File: config.mk
export PLATFORM = sky130hd
export DESIGN_NAME = addsub_acc_seq
export DESIGN_NICKNAME = d
export VERILOG_FILES = /design/src/rtl/addsub_pkg.sv /design/src/rtl/addsub_flags.sv /design/src/rtl/addsub_acc_seq.sv
export SDC_FILE = /design/constraint.sdc
export NUM_CORES = 1
export LEC_CHECK = 0
export CAP_MARGIN = 0
export CORE_MARGIN = 2
export CORE_UTILIZATION = 49
export CTS_BUF_LIST = sky130_fd_sc_hd__clkbuf_16
export CTS_CLUSTER_DIAMETER = 30
export DETAILED_ROUTE_END_ITERATION = 8
export PLACE_DENSITY = 0.82
export SYNTH_ARGS = -nofsm -noshare
export SYNTH_HDL_FRONTEND = slang
export SYNTH_SLANG_ARGS = --single-unit
File: constraint.sdc
create_clock -name clk -period 2.6 [get_ports clk]
set_input_delay 0.52 -clock clk [delete_from_list [all_inputs] [get_ports clk]]
set_output_delay 0.52 -clock clk [all_outputs]
set_load 0.01 [all_outputs]
File: src/rtl/addsub_pkg.sv
// Shared op encodings and sequencer states for the add/sub accumulator.
package addsub_pkg;

  localparam logic [1:0] OP_CLR  = 2'b00;
  localparam logic [1:0] OP_LOAD = 2'b01;
  localparam logic [1:0] OP_ADD  = 2'b10;
  localparam logic [1:0] OP_SUB  = 2'b11;

  typedef enum logic [1:0] {
    IDLE = 2'd0,
    EXEC = 2'd1,
    HOLD = 2'd2
  } state_e;

endpackage

File: src/rtl/addsub_flags.sv
// Combinational result select and flag generation for the add/sub accumulator.
// ADDSUB_ACC_SAT_EN switches ADD/SUB results from wrap-around to unsigned saturation.
module addsub_flags
  import addsub_pkg::*;
#(
  parameter int WIDTH = 4
) (
  input  logic [WIDTH-1:0] acc_i,
  input  logic [WIDTH-1:0] data_i,
  input  logic [1:0]       op_i,
  input  logic [WIDTH-1:0] sum_i,
  input  logic             carry_i,
  output logic [WIDTH-1:0] res_o,
  output logic             carry_o,
  output logic             zero_o,
  output logic             ovf_o
);

  localparam int MSB = WIDTH - 1;

  always_comb begin
    res_o   = '0;
    carry_o = 1'b0;
    ovf_o   = 1'b0;
    case (op_i)
      OP_CLR: begin
        res_o = '0;
      end
      OP_LOAD: begin
        res_o = data_i;
      end
      OP_ADD: begin
        res_o   = sum_i;
        carry_o = carry_i;
        ovf_o   = (acc_i[MSB] == data_i[MSB]) && (sum_i[MSB] != acc_i[MSB]);
`ifdef ADDSUB_ACC_SAT_EN
        if (carry_i) res_o = '1;
`endif
      end
      default: begin
        res_o   = sum_i;
        carry_o = carry_i;
        ovf_o   = (acc_i[MSB] != data_i[MSB]) && (sum_i[MSB] != acc_i[MSB]);
`ifdef ADDSUB_ACC_SAT_EN
        // carry low on SUB means a borrow: clamp at zero
        if (!carry_i) res_o = '0;
`endif
      end
    endcase
    zero_o = (res_o == '0);
  end

endmodule

File: src/rtl/addsub_acc_seq.sv
// Sequenced accumulator: one command per handshake, result valid two edges after acceptance.
// Result holds until res_ready; no new command accepted meanwhile. ADDSUB_ACC_SAT_EN enables saturation.
module addsub_acc_seq
  import addsub_pkg::*;
#(
  parameter int WIDTH = 4
) (
  input  logic             clk,
  input  logic             rst,
  input  logic             cmd_valid,
  output logic             cmd_ready,
  input  logic [1:0]       cmd_op,
  input  logic [WIDTH-1:0] cmd_data,
  output logic             res_valid,
  input  logic             res_ready,
  output logic [WIDTH-1:0] res_data,
  output logic             res_carry,
  output logic             res_zero,
  output logic             res_ovf
);

  state_e state_q, state_d;

  logic [1:0]       op_q;
  logic [WIDTH-1:0] data_q;
  logic [WIDTH-1:0] acc_q, acc_d;
  logic             carry_q, carry_d;
  logic             zero_q, zero_d;
  logic             ovf_q, ovf_d;

  logic             sub;
  logic [WIDTH:0]   raw;
  logic             accept;

  always_ff @(posedge clk) begin
    if (rst) state_q <= IDLE;
    else     state_q <= state_d;
  end

  always_comb begin
    state_d = state_q;
    case (state_q)
      IDLE:    if (cmd_valid) state_d = EXEC;
      EXEC:    state_d = HOLD;
      HOLD:    if (res_ready) state_d = IDLE;
      default: state_d = IDLE;
    endcase
  end

  always_comb begin
    cmd_ready = (state_q == IDLE);
    res_valid = (state_q == HOLD);
  end

  assign accept = cmd_valid && cmd_ready;

  // SUB is acc + ~data + 1, so carry-out doubles as "no borrow"
  assign sub = (op_q == OP_SUB);
  assign raw = {1'b0, acc_q} + {1'b0, (sub ? ~data_q : data_q)} + {{WIDTH{1'b0}}, sub};

  addsub_flags #(.WIDTH(WIDTH)) u_flags (
    .acc_i   (acc_q),
    .data_i  (data_q),
    .op_i    (op_q),
    .sum_i   (raw[WIDTH-1:0]),
    .carry_i (raw[WIDTH]),
    .res_o   (acc_d),
    .carry_o (carry_d),
    .zero_o  (zero_d),
    .ovf_o   (ovf_d)
  );

  always_ff @(posedge clk) begin
    if (rst) begin
      op_q    <= OP_CLR;
      data_q  <= '0;
      acc_q   <= '0;
      carry_q <= 1'b0;
      zero_q  <= 1'b1;
      ovf_q   <= 1'b0;
    end else begin
      if (accept) begin
        op_q   <= cmd_op;
        data_q <= cmd_data;
      end
      if (state_q == EXEC) begin
        acc_q   <= acc_d;
        carry_q <= carry_d;
        zero_q  <= zero_d;
        ovf_q   <= ovf_d;
      end
    end
  end

  assign res_data  = acc_q;
  assign res_carry = carry_q;
  assign res_zero  = zero_q;
  assign res_ovf   = ovf_q;

endmodule

==> impl_metrics.toml <==
[run_status]
status = "finished clean"

[synth]
synth.top_cell.area_share = 0.335
ys_top_cells_by_area = "dfxtp_1, mux2i_1, xnor2_1, ha_1, nor2_1"
syn-cell-area_sq_um = 896
yosys_warnings = 0
synth_edf_count = 0
synth_top_area_cell = "dfxtp_1"
synth_common_cells = "dfxtp_1, nor2_1, mux2i_1"
ys_ff_latch = 15
ys.flop_type = "dfxtp_1"
synthArstFlopShare = 0
syn_avg_cell_area_sq_um = 9.33
post-synth-top-count-cell = "dfxtp_1"
synth_cells = 96
yosysUniqueCellTypes = 33
yosysSeqAreaShare = 0.335
syn_nets = 111

[sta]
slew_headroom = 0.627
finalSetupViolations = 0
worst_pin_slew_ns = 0.558
drv_slew = 0
fmax_ghz = 0.444
fin_crit_ns = 2.25
finalHoldViolCount = 0
setup_tns_ns = 0
hold_slack_ns = 0.469
finClkSkew_ns = 0.00180
fin_ws_ns = 0.350
finalCritPeriodShare = 0.865
rsz0062_at_grt = "false"

[place]
post-place-ws_ns = 0.416
dpl.hpwl_mm = 1.26
portBuffers = 18
dp_cells = 135
place_area_sq_um = 1070
gp_congestion = 0.811

[clocking]
cts_setup_buffers = 0
cts_root_buf = "clkbuf_16"
cts.htree.levels = 1
clkTransAtPathRegs_ns = 0.05
cts_buffers = 3
cts.sinks = 15
tritoncts = "yes"
postCtsHoldBufs = 0
clock_path_buffers = 2
cts_resized = 0
clock_latency_ns = 0.25

[power]
p_int_uw = 514
clkPwrFrac = 0.436
p_total_uw = 681
power.density_nw_per_um2 = 594
p_leak_nw = 0.447
pwr-share-comb = 0.185
p_sw_frac = 0.245
p_seq_frac = 0.378
switchingPower_uw = 167
vdd_drop_max_mv = 0.466

[global_route]
grt_max_degree = 17
grt_pass1_wl_mm = 2.92
grt_pass1_vias = 676
overflow = 0
grt_use_total = 0.196
antenna_found_initial = 0

[drt]
drt_iter0_markers = 6
avgRoutedWirePerCell_um = 13.2
viasPerCell = 5.36
ant_nets = 0
drc = 0
vias = 745
drt_pre_antenna_iters = 4
routed_wl_mm = 1.84

[setup_path]
crit_fanout = 4
cpMostUsedCell = "xnor2_1"
required_ns = 2.79
slowest_stage = "fa_1"
criticalPathCategory = "reg2reg"
ff2ff_path_depth = 8
end_kind = "register"
path_buf_inv = 1
worst_path_largest_cell_delay_ns = 0.44
cp.arrival_ns = 2.44
cpLargestDelayFamily = "compound AO/OA/AOI/OAI gates"
start_kind = "register"
cp.depth = 8
path_cells = "nand2_1, xnor2_1, inv_1, fa_1, xnor2_1, a221o_2, a211oi_1, a221o_1"

[floorplan]
initial_core_util = 0.519
core_sq_um = 1730
fp.dieArea_sq_um = 2190
row_count = 15
ios = 19
dieWidth_um = 46.8
die_y_um = 46.8

[layout]
final_util = 0.664
final-seq-area_sq_um = 300
drive_gt1_frac = 0.0965
final_area_sq_um = 1150
synthToLayoutAreaGrowth_pct = 28.1
nets = 130
fillers = 153
diodes = 0
stdcell_count = 139
multiInputGateArea_sq_um = 534

[min_path]
hold_depth = 2
hp-class = "reg2reg"

[flow_run]
drv_cap = 0
## per-layer routing
metal,vias to the layer above,part of all wire,GRT usage
met5,-,0,0
met4,0,0.026,0.100
met3,8,0.040,0.0577
met2,18,0.49,0.337
met1,352,0.45,0.218
li1,367,-,-
## sequential cells by signal, summed over array words and instances, names as in the netlist
register   cells
op_q           2
res_data       4
res_ovf        1
state_q        2
data_q         4
res_zero       1
res_carry      1
## cell usage in the layout (no fill, tap or decap)
master	synthesis	routed
nor2_1	13	13
and2_1	1	1
a211oi_1	3	3
dfxtp_1	15	15
nand4b_1	1	1
and2b_2	1	1
nand2b_1	3	3
clkbuf_16	0	3
xor2_2	1	1
nand3b_1	1	1
nand2_1	5	5
nand3_1	1	1
o21ai_0	2	2
clkdlybuf4s50_1	0	18
fa_1	1	1
nor2b_1	3	3
inv_1	2	3
a221o_1	1	1
or2b_2	1	1
a21oi_1	6	6
o211ai_1	2	2
xnor2_1	6	6
buf_4	0	2
mux2i_1	8	8
ha_1	4	4
a221o_2	1	1
o21a_1	1	1
nor3_1	2	2
a221oi_2	1	1
and2b_1	2	2
nand4_1	1	1
o211ai_2	1	1
## worst paths after layout
check / from / to / slack, ns
min reg2reg: res_carry$_SDFFE_PP0N_ / res_carry$_SDFFE_PP0N_ / 0.47
min: res_carry$_SDFFE_PP0N_ / res_carry$_SDFFE_PP0N_ / 0.47
max reg2reg: op_q[0]$_SDFFE_PP0P_ / res_zero$_SDFFE_PP1N_ / 0.35
max: op_q[0]$_SDFFE_PP0P_ / res_zero$_SDFFE_PP1N_ / 0.35
## logic make-up after synthesis
logic type | after synthesis | share of synthesized area
AOI/OAI and AO/OA | 18 | 0.149
xor gates and xnor gates | 7 | 0.0768
adders and majority gates | 5 | 0.0782
buffers and inverters | 8 | 0.0684
DFF | 15 | 0.335
muxes | 8 | 0.0894
and+or+nand+nor | 35 | 0.203
## worst min-delay path, delay by kind of cell, from the launching register on
family,cells,cell delay [ns]
AOI/OAI and AO/OA,1,0.06
and+or+nand+nor,1,0.05
DFF,1,0.31
## cell type report
cell class,count,share of cell area
Clock inverter,1,0.00327
Clock buffer,3,0.0654
Sequential cell,15,0.262
Inverter,2,0.00654
Timing Repair Buffer,20,0.170
Tap cell,25,0.0273
Multi-Input combinational cell,73,0.466
## power by group through the flow
stage | logic, mW | clock network (mW) | registers, mW
global route | 0.138 | 0.315 | 0.259
global placement | 0.121 | 0 | 0.261
CTS | 0.126 | 0.304 | 0.258
finish | 0.126 | 0.297 | 0.258
detailed placement | 0.124 | 0 | 0.262
floorplan | 0.0885 | 0 | 0.260
(Power assumes the default switching activity.)
